==> src/rtl/btn_pkg.sv <==
// -----------------------------------------------------------------------------
// btn_pkg
// Purpose : shared definitions for the push-button event controller.
//           Button index names, the debounce FSM state type and the event FIFO
//           entry layout.
// Ports   : none (package).
// Optional: BTN_AUTOREPEAT_EN (used by btn_debounce / btn_event_ctrl) enables
//           auto-repeat events while a button is held.
// -----------------------------------------------------------------------------
package btn_pkg;

    localparam int BTN_UP     = 0;
    localparam int BTN_DOWN   = 1;
    localparam int BTN_LEFT   = 2;
    localparam int BTN_RIGHT  = 3;
    localparam int BTN_CENTER = 4;

    typedef enum logic [1:0] {
        DB_IDLE      = 2'd0,
        DB_PRESS_CHK = 2'd1,
        DB_HELD      = 2'd2,
        DB_REL_CHK   = 2'd3
    } db_state_t;

    typedef struct packed {
        logic       rep;
        logic [2:0] code;
    } btn_event_t;

endpackage

==> src/rtl/btn_debounce.sv <==
// -----------------------------------------------------------------------------
// btn_debounce
// Purpose : one button channel: 2-FF synchroniser, debounce FSM and (with
//           BTN_AUTOREPEAT_EN defined) a held-button repeat counter.
// Ports   : clk      system clock
//           rstn     synchronous active-low reset
//           i_btn    raw asynchronous button level
//           o_db     debounced level (1 in HELD / REL_CHK)
//           o_press  one-cycle request: press accepted this cycle
//           o_rep    one-cycle request: auto-repeat due this cycle
// Macro   : BTN_AUTOREPEAT_EN - when undefined o_rep is constant 0 and no
//           repeat counter exists.
// -----------------------------------------------------------------------------
module btn_debounce
    import btn_pkg::*;
#(
    parameter int DB_CNT     = 1000000,
    parameter int REPEAT_CNT = 25000000
) (
    input  logic clk,
    input  logic rstn,
    input  logic i_btn,
    output logic o_db,
    output logic o_press,
    output logic o_rep
);

    localparam int CW = $clog2(DB_CNT + 1);
    localparam logic [CW-1:0] CNT_ONE  = CW'(1);
    localparam logic [CW-1:0] CNT_LAST = CW'(DB_CNT - 1);

    // The FSM needs at least one increment after the load-1 entry step.
    if (DB_CNT < 2) begin : g_bad_db_cnt
        $error("btn_debounce: DB_CNT must be at least 2");
    end
    if (REPEAT_CNT < 2) begin : g_bad_repeat_cnt
        $error("btn_debounce: REPEAT_CNT must be at least 2");
    end

    logic [1:0]    r_sync;
    logic          w_sync;
    db_state_t     r_state;
    db_state_t     w_state_next;
    logic [CW-1:0] r_cnt;
    logic [CW-1:0] w_cnt_next;

    assign w_sync = r_sync[1];

    always_ff @(posedge clk) begin
        if (!rstn) begin
            r_sync  <= 2'b00;
            r_state <= DB_IDLE;
            r_cnt   <= '0;
        end else begin
            r_sync  <= {r_sync[0], i_btn};
            r_state <= w_state_next;
            r_cnt   <= w_cnt_next;
        end
    end

    // The entry step loads 1, so reaching DB_CNT means the increment happens
    // while the counter holds DB_CNT-1.
    always_comb begin
        w_state_next = r_state;
        w_cnt_next   = r_cnt;
        o_press      = 1'b0;
        case (r_state)
            DB_IDLE: begin
                if (w_sync) begin
                    w_state_next = DB_PRESS_CHK;
                    w_cnt_next   = CNT_ONE;
                end
            end
            DB_PRESS_CHK: begin
                if (!w_sync) begin
                    w_state_next = DB_IDLE;
                    w_cnt_next   = '0;
                end else if (r_cnt == CNT_LAST) begin
                    w_state_next = DB_HELD;
                    w_cnt_next   = '0;
                    o_press      = 1'b1;
                end else begin
                    w_cnt_next   = r_cnt + CNT_ONE;
                end
            end
            DB_HELD: begin
                if (!w_sync) begin
                    w_state_next = DB_REL_CHK;
                    w_cnt_next   = CNT_ONE;
                end
            end
            DB_REL_CHK: begin
                if (w_sync) begin
                    w_state_next = DB_HELD;
                    w_cnt_next   = '0;
                end else if (r_cnt == CNT_LAST) begin
                    w_state_next = DB_IDLE;
                    w_cnt_next   = '0;
                end else begin
                    w_cnt_next   = r_cnt + CNT_ONE;
                end
            end
            default: begin
                w_state_next = DB_IDLE;
                w_cnt_next   = '0;
            end
        endcase
    end

    assign o_db = (r_state == DB_HELD) || (r_state == DB_REL_CHK);

`ifdef BTN_AUTOREPEAT_EN
    localparam int RW = $clog2(REPEAT_CNT + 1);

    logic [RW-1:0] r_rep_cnt;
    logic          w_rep_hit;

    // Counts only cycles that stay in HELD; any exit (including a bounce into
    // REL_CHK) restarts the period from 0.
    assign w_rep_hit = (r_state == DB_HELD) && w_sync
                       && (r_rep_cnt == RW'(REPEAT_CNT - 1));

    always_ff @(posedge clk) begin
        if (!rstn) begin
            r_rep_cnt <= '0;
        end else if ((r_state == DB_HELD) && w_sync) begin
            r_rep_cnt <= w_rep_hit ? '0 : r_rep_cnt + RW'(1);
        end else begin
            r_rep_cnt <= '0;
        end
    end

    assign o_rep = w_rep_hit;
`else
    assign o_rep = 1'b0;
`endif

endmodule

==> src/rtl/btn_event_ctrl.sv <==
// -----------------------------------------------------------------------------
// btn_event_ctrl
// Purpose : debounces N_BTN push-buttons and queues one event per press in a
//           small FIFO polled/popped by the CPU.
// Ports   : clk       system clock
//           rstn      synchronous active-low reset
//           btn_i     raw button levels (1 = pressed)
//           ev_pop    pop strobe, removes head entry (ignored when empty)
//           ov_clr    clears the sticky overflow flag
//           ev_valid  FIFO non-empty
//           ev_code   button index at head, 0 when empty
//           ev_rep    head entry is an auto-repeat, 0 when empty
//           ev_level  FIFO occupancy
//           overflow  sticky: an event was dropped on a full FIFO
//           btn_db_o  debounced button levels
// Macro   : BTN_AUTOREPEAT_EN - enables held-button repeat events (ev_rep=1).
// -----------------------------------------------------------------------------
module btn_event_ctrl
    import btn_pkg::*;
#(
    parameter int N_BTN      = 5,
    parameter int DB_CNT     = 1000000,
    parameter int FIFO_DEPTH = 4,
    parameter int REPEAT_CNT = 25000000
) (
    input  logic             clk,
    input  logic             rstn,
    input  logic [N_BTN-1:0] btn_i,
    input  logic             ev_pop,
    input  logic             ov_clr,
    output logic             ev_valid,
    output logic [2:0]       ev_code,
    output logic             ev_rep,
    output logic [2:0]       ev_level,
    output logic             overflow,
    output logic [N_BTN-1:0] btn_db_o
);

    localparam int PW = $clog2(FIFO_DEPTH);
    localparam int LW = $clog2(FIFO_DEPTH + 1);

    if ((FIFO_DEPTH < 2) || ((FIFO_DEPTH & (FIFO_DEPTH - 1)) != 0)) begin : g_bad_depth
        $error("btn_event_ctrl: FIFO_DEPTH must be a power of 2, at least 2");
    end

    logic [N_BTN-1:0] w_db;
    logic [N_BTN-1:0] w_press;
    logic [N_BTN-1:0] w_rep_set;

    for (genvar gi = 0; gi < N_BTN; gi++) begin : g_btn
        btn_debounce #(
            .DB_CNT     (DB_CNT),
            .REPEAT_CNT (REPEAT_CNT)
        ) u_debounce (
            .clk     (clk),
            .rstn    (rstn),
            .i_btn   (btn_i[gi]),
            .o_db    (w_db[gi]),
            .o_press (w_press[gi]),
            .o_rep   (w_rep_set[gi])
        );
    end

    assign btn_db_o = w_db;

    // ---------------- pending bits and priority arbiter ----------------
    logic [N_BTN-1:0] r_pend;
    logic [N_BTN-1:0] r_pend_rep;
    logic [N_BTN-1:0] w_grant;
    logic             w_found;
    btn_event_t       w_push_entry;

    always_comb begin
        w_grant      = '0;
        w_found      = 1'b0;
        w_push_entry = '0;
        for (int i = 0; i < N_BTN; i++) begin
            if (r_pend[i] && !w_found) begin
                w_found           = 1'b1;
                w_grant[i]        = 1'b1;
                w_push_entry.code = 3'(i);
                w_push_entry.rep  = r_pend_rep[i];
            end
        end
    end

    // ---------------- FIFO ----------------
    btn_event_t     r_mem [FIFO_DEPTH];
    logic [PW-1:0]  r_wr_ptr;
    logic [PW-1:0]  r_rd_ptr;
    logic [LW-1:0]  r_level;
    logic           r_ov;
    logic           w_pop;
    logic           w_full;
    logic           w_push;
    logic           w_drop;
    btn_event_t     w_head;

    assign w_full = (r_level == LW'(FIFO_DEPTH));
    assign w_pop  = ev_pop && (r_level != '0);
    // A pop in the same cycle frees the slot, so a full FIFO still accepts.
    assign w_push = w_found && (!w_full || w_pop);
    assign w_drop = w_found && w_full && !w_pop;

    always_ff @(posedge clk) begin
        if (w_push) begin
            r_mem[r_wr_ptr] <= w_push_entry;
        end
    end

    always_ff @(posedge clk) begin
        if (!rstn) begin
            r_pend     <= '0;
            r_pend_rep <= '0;
            r_wr_ptr   <= '0;
            r_rd_ptr   <= '0;
            r_level    <= '0;
            r_ov       <= 1'b0;
        end else begin
            // Granted bit is consumed (pushed or dropped); new requests merge.
            r_pend     <= (r_pend & ~w_grant) | w_press | w_rep_set;
            r_pend_rep <= (r_pend_rep & ~(w_press | w_rep_set)) | (w_rep_set & ~w_press);
            if (w_push) begin
                r_wr_ptr <= r_wr_ptr + PW'(1);
            end
            if (w_pop) begin
                r_rd_ptr <= r_rd_ptr + PW'(1);
            end
            case ({w_push, w_pop})
                2'b10:   r_level <= r_level + LW'(1);
                2'b01:   r_level <= r_level - LW'(1);
                default: r_level <= r_level;
            endcase
            r_ov <= w_drop | (r_ov & ~ov_clr);
        end
    end

    assign w_head   = r_mem[r_rd_ptr];
    assign ev_valid = (r_level != '0);
    assign ev_code  = ev_valid ? w_head.code : 3'd0;
    assign ev_rep   = ev_valid ? w_head.rep : 1'b0;
    assign ev_level = 3'(r_level);
    assign overflow = r_ov;

endmodule

==> config.mk <==
export PLATFORM = sky130hd
export DESIGN_NAME = btn_event_ctrl
export DESIGN_NICKNAME = d
export VERILOG_FILES = /design/src/rtl/btn_pkg.sv /design/src/rtl/btn_debounce.sv /design/src/rtl/btn_event_ctrl.sv
export SDC_FILE = /design/constraint.sdc
export NUM_CORES = 1
export LEC_CHECK = 0
export CORE_MARGIN = 3
export CORE_UTILIZATION = 48
export CTS_BUF_LIST = sky130_fd_sc_hd__clkbuf_16
export CTS_CLUSTER_SIZE = 24
export DETAILED_ROUTE_END_ITERATION = 12
export PLACE_DENSITY = 0.63
export SLEW_MARGIN = 20
export SYNTH_ARGS = -nofsm -noshare
export SYNTH_HDL_FRONTEND = slang
export SYNTH_SLANG_ARGS = --single-unit
==> constraint.sdc <==
create_clock -name clk -period 2.8 [get_ports clk]
set_input_delay 0.7 -clock clk [delete_from_list [all_inputs] [get_ports clk]]
set_output_delay 0.7 -clock clk [all_outputs]
set_load 0.01 [all_outputs]
==> key figures, run 1 <==
Outcome
  – Status: finished, final reports clean

GRT
  – Largest net degree at the start of global routing: 39
  – GRT Total Usage: 0.201
  – Initial antenna violation count: 0
  – First-pass GRT wire length: around 28 mm
  – Vias in the first global route: roughly 6000
  – Gr ovfl total: 0

Yosys
  – Post-synthesis adder-cell area fraction: 0.0177
  – Syn avg cell area: 8.61 sq um
  – Net count after synthesis: 890
  – Register bit total from synthesis: 156
  – Cell taking the most area after synthesis: dfxtp_1
  – Yosys top cell area share: 0.374
  – Synth Area in Simple Gates: 0.272
  – Largest family of logic cells by synthesized area: simple AND/OR/NAND/NOR gates
  – Post-synthesis mux area share: 0.0295
  – Register area share after synthesis: 0.438
  – Post-synth EDFFs: 16
  – XOR/XNOR Fraction of Synth Area: 0.0315
  – Netlist cell types: slightly above 70
  – YS warnings: 0
  – Leading post-synthesis cells by cell area: dfxtp_1 (37%), edfxtp_1 (6.4%), nand2_1 (4.6%)
  – Asr flop ratio synth: 0
  – Compound-cell area share of the yosys netlist: 0.169
  – Synth Instances: around 870
  – Cell Area, Synth: 7500 sq um
  – Top FF cell, synth: dfxtp_1

CTS
  – Post-CTS setup buffer count: 0
  – Clk root buf: clkbuf_16
  – Clk sinks: 156
  – Total CTS buffers: 17
  – Clock latency on the worst-skew pair: 0.42 ns
  – Clock slew at reported path FFs: 0.06 ns
  – H-tree lvl count: 4
  – Cts hold-fix bufs: 0
  – Max clock buf depth: 2
  – CTS tree: done
  – Cts repair resizes: 1

Final layout
  – Number of diodes: 0
  – Layout cells sized above 1: 0.0735
  – Post-Route Utilization: 0.559
  – Area growth syn-to-layout: 13.6%
  – Final nets: 904
  – Commonest cells after routing, fill and taps aside: dfxtp_1 (139), nand2_1 (91), nor2_1 (65), nand3_1 (60), a21oi_1 (57)
  – Final instance area: 8520 sq um
  – Non-filler cells in the finished layout: 1109
  – Most common cell after layout, fill and taps aside: dfxtp_1

Route
  – DR WL/cell: 14.8 um
  – DRC Markers: 0
  – Via count: 6448
  – Post-route ant nets: 0
  – Pre-Repair DR Iteration Count: 5
  – WL final: 16.4 mm
  – Vias/cell: 5.81
  – Initial DRC Count: 403

STA
  – Pins Over Slew Limit: 0
  – Minimum clock period: around 2.7 ns
  – Endpoints failing hold: 0
  – Hold Worst Slack: approximately 0.43 ns
  – Final critical-path setup slack: between 0.1 and 0.15 ns
  – Setup TNS: 0 ns
  – Period Utilization, post-route: 0.963
  – RSZ-0062 raised after global routing: false
  – Slew Limit Headroom: 0.530
  – Slew @ Worst Pin: 0.699 ns
  – Clk_skew: about 0.0065 ns
  – Final setup vio count: 0
  – Fmax: 0.371 GHz

Placed design
  – Port Buffer Count: 22
  – Post-Place Worst Slack: 0.190 ns
  – Cells after DPL: 1077
  – DP Area: 7920 sq um
  – Final GP Congestion: 0.842
  – Post-DP HPWL: 11.3 mm

Job
  – Max_cap viols: 0

Power
  – Pint: 4.04 mW
  – Psw: 1.18 mW
  – Power Density: 612 nW/um^2
  – Total power: 5.22 mW
  – Switching Fraction: 0.227
  – Worst VDD drop: 0.000446 V
  – Logic gate share of total power: 0.096
  – Sequential power share: 0.452
  – Clock power share: 0.452
  – Static Leak: a little under 3 nW

Floorplanning
  – Core area: about 15000 sq um
  – Die Span Y: 131 um
  – # rows: 45
  – Die area: 17200 sq um
  – Initial core utilization: 0.492
  – IO Count: 23
  – Die X: 131 um

Worst setup path
  – Critical path class: reg -> out
  – R2R Path End: r_pend_rep[2]$_SDFF_PN0_
  – FF-to-FF setup slack: 0.41 ns
  – Worst EP arrival: 2.00 ns
  – Worst setup EP type: primary output
  – Worst Path Max Fanout: 4
  – Crit Reg-Reg Startpoint: g_btn[2].u_debounce.r_cnt[0]$_SDFFE_PN0P_
  – Req. time, crit path: 2.10 ns
  – End of the critical path: ev_code[2]
  – Critical path startpoint category: flip-flop
  – Worst Reg-to-Reg Cells: 6

Worst hold path
  – Worst Hold Class: reg -> reg
## worst min path at each step
| stage | endpoint | from | slack [ns] | cells after the start |
|---|---|---|---|---|
| floorplan | r_pend_rep[1]$_SDFF_PN0_ | r_pend_rep[1]$_SDFF_PN0_ | 0.41 | 2 |
| global placement | g_btn[1].u_debounce.r_sync[1]$_SDFF_PN0_ | g_btn[1].u_debounce.r_sync[0]$_SDFF_PN0_ | 0.41 | 1 |
| detailed placement | g_btn[2].u_debounce.r_sync[1]$_SDFF_PN0_ | g_btn[2].u_debounce.r_sync[0]$_SDFF_PN0_ | 0.42 | 1 |
| CTS | g_btn[3].u_debounce.r_sync[1]$_SDFF_PN0_ | g_btn[3].u_debounce.r_sync[0]$_SDFF_PN0_ | 0.43 | 1 |
| global route | g_btn[1].u_debounce.r_sync[1]$_SDFF_PN0_ | g_btn[1].u_debounce.r_sync[0]$_SDFF_PN0_ | 0.46 | 1 |
| finish | g_btn[2].u_debounce.r_sync[1]$_SDFF_PN0_ | g_btn[2].u_debounce.r_sync[0]$_SDFF_PN0_ | 0.43 | 1 |
## cell type report
type / count / area, sq um
Inverter: 28 / 105
Clock inverter: 15 / 180
Sequential cell: 156 / 3280
Fill cell: 1360 / 6740
Clock buffer: 17 / 425
Timing Repair Buffer: 39 / 360
Tap cell: 211 / 264
Multi-Input combinational cell: 643 / 3900
## logic make-up after synthesis
kind of cell / count (synthesis)
buffers and inverters: 72
AO/OA/AOI/OAI: 206
flip-flops: 156
XOR/XNOR: 27
AND/OR/NAND/NOR: 383
adder cells (fa/ha/maj): 10
multiplexers: 17
## power by group through the flow
stage | clock (mW) | combinational [mW] | sequential, mW
6_report | 2.36 | 0.501 | 2.36
5_1_grt | 2.52 | 0.554 | 2.37
4_1_cts | 2.42 | 0.508 | 2.36
3_5_place_dp | 0 | 0.506 | 2.41
3_3_place_gp | 0 | 0.492 | 2.40
2_1_floorplan | 0 | 0.297 | 2.40
## critical path, cell delays in order (launching register included)
cell and delay, ns:
dfxtp_2 0.40, mux4_2 0.53, and2_1 0.18, clkdlybuf4s50_1 0.47
## flip-flops by register name, summed over array words and instances, names as in the netlist, named ones only
signal	flops
r_pend_rep	5
g_btn.u_debounce.r_state	5
r_rd_ptr	2
r_mem	16
g_btn.u_debounce.r_cnt	100
r_pend	5
ev_level	3
r_wr_ptr	2
overflow	1
g_btn.u_debounce.r_sync	10
## routing by layer
metal	global-route usage	share of wire	vias to the layer above
li1	-	-	3217
met1	0.251	0.45	3076
met2	0.329	0.49	120
met3	0.0472	0.035	35
met4	0.0920	0.022	0
met5	0	0	-
## cells in the mapped netlist, types with 16 or more instances
library cell and number:
a21oi_1 58, and2_1 27, and3_1 21, nor3_1 20
edfxtp_1 16, a31oi_1 52, nand4_1 16, nand2_1 91
nor2_1 65, o21ai_0 43, nand3_1 60, inv_1 27
dfxtp_1 140, clkbuf_1 30
(Power assumes the default switching activity.)
==> inputs of run 2 (changes only) <==
--- a/config.mk
+++ b/config.mk
@@ -5,12 +5,13 @@
 export SDC_FILE = /design/constraint.sdc
 export NUM_CORES = 1
 export LEC_CHECK = 0
+export ABC_AREA = 0
 export CORE_MARGIN = 3
-export CORE_UTILIZATION = 48
+export CORE_UTILIZATION = 35
 export CTS_BUF_LIST = sky130_fd_sc_hd__clkbuf_16
 export CTS_CLUSTER_SIZE = 24
 export DETAILED_ROUTE_END_ITERATION = 12
-export PLACE_DENSITY = 0.63
+export PLACE_DENSITY = 0.48
 export SLEW_MARGIN = 20
 export SYNTH_ARGS = -nofsm -noshare
 export SYNTH_HDL_FRONTEND = slang
==> key figures, run 2 (same netlist as run 1, synthesis figures left out) <==
CTS
  – Clk root buf: clkbuf_16 (unchanged)
  – Post-CTS setup buffer count: 0 (unchanged)
  – CTS tree: done (unchanged)
  – Clock latency on the worst-skew pair: 0.42 ns (about the same)
  – Clk sinks: 156 (unchanged)
  – Clock slew at reported path FFs: 0.06 ns (about the same)
  – Max clock buf depth: 2 (unchanged)
  – Total CTS buffers: 17 (unchanged)
  – H-tree lvl count: 4 (unchanged)

Power
  – Logic gate share of total power: 0.096 (about the same)
  – Pint: 4.14 mW (was 4.04 mW)
  – Sequential power share: 0.441 (was 0.452)
  – Switching Fraction: 0.225 (was 0.227)
  – Worst VDD drop: 0.000345 V (was 0.000446 V)
  – Total power: 5.34 mW (was 5.22 mW)
  – Clock power share: 0.463 (was 0.452)
  – Psw: 1.20 mW (was 1.18 mW)
  – Static Leak: 3.01 nW (was 2.96 nW)
  – Power Density: 616 nW/um^2 (was 612 nW/um^2)

STA
  – Hold Worst Slack: 0.433 ns (was 0.432 ns)
  – Slew Limit Headroom: 0.521 (was 0.530)
  – RSZ-0062 raised after global routing: false (unchanged)
  – Final setup vio count: 0 (unchanged)
  – Period Utilization, post-route: 0.951 (was 0.963)
  – Slew @ Worst Pin: 0.713 ns (was 0.699 ns)
  – Endpoints failing hold: 0 (unchanged)
  – Pins Over Slew Limit: 0 (unchanged)
  – Clk_skew: 0.00942 ns (was 0.00653 ns)
  – Setup TNS: 0 ns (unchanged)
  – Minimum clock period: 2.66 ns (was 2.70 ns)
  – Fmax: 0.376 GHz (was 0.371 GHz)

Placed design
  – Final GP Congestion: 0.791 (was 0.842)
  – Cells after DPL: 1141 (was 1077)
  – Post-DP HPWL: 11.8 mm (was 11.3 mm)
  – Port Buffer Count: 22 (unchanged)

GRT
  – GRT Total Usage: 0.145 (was 0.201)
  – Gr ovfl total: 0 (unchanged)
  – Vias in the first global route: 5723 (was 6116)
  – Largest net degree at the start of global routing: 39 (unchanged)
  – Initial antenna violation count: 0 (unchanged)
  – First-pass GRT wire length: 28.3 mm (was 28.1 mm)

Job
  – Max_cap viols: 0 (unchanged)

Route
  – DRC Markers: 0 (unchanged)
  – Post-route ant nets: 0 (unchanged)
  – Vias/cell: 5.40 (was 5.81)
  – Initial DRC Count: 331 (was 403)
  – Pre-Repair DR Iteration Count: 5 (unchanged)
  – DR WL/cell: 14.5 um (was 14.8 um)
  – WL final: 17.0 mm (was 16.4 mm)
  – Via count: 6339 (was 6448)

Final layout
  – Commonest cells after routing, fill and taps aside: dfxtp_1 (139), nand2_1 (91), nor2_1 (65), nand3_1 (60), a21oi_1 (57) (unchanged)
  – Number of diodes: 0 (unchanged)
  – Top Registers: g_btn.u_debounce.r_cnt (100), r_mem (16), g_btn.u_debounce.r_sync (10) (unchanged)
  – Layout cells sized above 1: 0.0786 (was 0.0735)
  – Non-filler cells in the finished layout: 1173 (was 1109)
  – Max reg flops: 100 (unchanged)
  – Largest Register: g_btn.u_debounce.r_cnt (unchanged)
  – Most common cell after layout, fill and taps aside: dfxtp_1 (unchanged)
  – Area growth syn-to-layout: 15.6% (was 13.6%)
  – Post-Route Utilization: 0.420 (was 0.559)
  – Final nets: 909 (was 904)

Worst setup path
  – Critical path's slowest cell: mux4_2 (unchanged)
  – Worst Path Max Fanout: 4 (unchanged)
  – End of the critical path: ev_code[1] (was ev_code[2])
  – Worst Reg-to-Reg Cells: 6 (unchanged)
  – Critical path startpoint category: flip-flop (unchanged)
  – Critical path class: reg -> out (unchanged)
  – Crit Reg-Reg Startpoint: g_btn[2].u_debounce.r_cnt[0]$_SDFFE_PN0P_ (unchanged)
  – Worst setup EP type: primary output (unchanged)
  – Worst EP arrival: 1.96 ns (was 2.00 ns)
  – R2R Path End: r_pend_rep[2]$_SDFF_PN0_ (unchanged)
  – FF-to-FF setup slack: 0.46 ns (was 0.41 ns)
  – Req. time, crit path: 2.10 ns (about the same)
  – CP peak stage delay: 0.50 ns (was 0.53 ns)
  – CP cell instances: mux4_2, and2_1, clkdlybuf4s50_1 (unchanged)

Floorplanning
  – IO Count: 23 (unchanged)
  – # rows: 52 (was 45)
  – Core area: 20600 sq um (was 15300 sq um)
  – Die X: 152 um (was 131 um)
  – Die Span Y: 152 um (was 131 um)
  – Die area: 23200 sq um (was 17200 sq um)
  – Initial core utilization: 0.364 (was 0.492)

Outcome
  – Status: finished, final reports clean (unchanged)

Worst hold path
  – Worst Hold Class: reg -> reg (unchanged)
[run 2: cell types whose count changed in the layout (fill, tap and decap cells not counted)]
cell	change
clkinvlp_4	-2
bufinv_16	+1
clkinv_4	+1
buf_12	+1
buf_4	+4
[run 2: how the worst min path moves through the flow]
stage	start	endpoint	slack, ns	depth (start not counted)
2_1_floorplan	r_pend_rep[1]$_SDFF_PN0_	r_pend_rep[1]$_SDFF_PN0_	0.41	2
3_3_place_gp	g_btn[1].u_debounce.r_sync[0]$_SDFF_PN0_	g_btn[1].u_debounce.r_sync[1]$_SDFF_PN0_	0.42	1
3_5_place_dp	g_btn[1].u_debounce.r_sync[0]$_SDFF_PN0_	g_btn[1].u_debounce.r_sync[1]$_SDFF_PN0_	0.42	1
4_1_cts	g_btn[4].u_debounce.r_sync[0]$_SDFF_PN0_	g_btn[4].u_debounce.r_sync[1]$_SDFF_PN0_	0.44	1
5_1_grt	g_btn[4].u_debounce.r_sync[0]$_SDFF_PN0_	g_btn[4].u_debounce.r_sync[1]$_SDFF_PN0_	0.45	1
6_report	g_btn[4].u_debounce.r_sync[0]$_SDFF_PN0_	g_btn[4].u_debounce.r_sync[1]$_SDFF_PN0_	0.43	1
[run 2: final cells by class]
cell class                 count  area [sq um]
clock buffer                  17           425
clock inverter                15           204
fill                        2037         12000
inverter                      28           105
multi-input combinational    643          3900
sequential                   156          3280
tap                          270           338
timing repair buffer          44           410
[run 2: repair_timing]
item | CTS | global route
resized for setup | 1 | 0
hold buffers | 0 | 0
hold endpoints to repair | 0 | 0
setup endpoints to repair | 1 | 0
[run 2: power groups by stage]
stage	clock network [mW]	logic, mW	registers, mW
6_report	2.47	0.512	2.36
5_1_grt	2.65	0.566	2.36
4_1_cts	2.55	0.520	2.36
3_5_place_dp	0	0.517	2.40
3_3_place_gp	0	0.514	2.40
2_1_floorplan	0	0.297	2.40
[run 2: critical path: cells and delay by family (launching register included)]
family                 cells  cell delay (ns)
multiplexers               1             0.50
flip-flops                 1             0.39
AND/OR/NAND/NOR            1             0.17
buffers and inverters      1             0.49
[run 2: through the flow]
stage                     worst slack (ns)  cell area (sq um)
final                                0.138               8670
after global routing                0.0347               8670
after CTS                           0.0898               8670
after detailed placement             0.188               8040
after global placement               0.252               8040
after floorplan                      0.688               7500
[run 2: metal layers]
metal / global-route usage / vias up / part of all wire
met5: 0 / - / 0
met4: 0.0368 / 0 / 0.0077
met3: 0.0352 / 13 / 0.030
met2: 0.233 / 107 / 0.47
met1: 0.195 / 3004 / 0.50
li1: - / 3215 / -
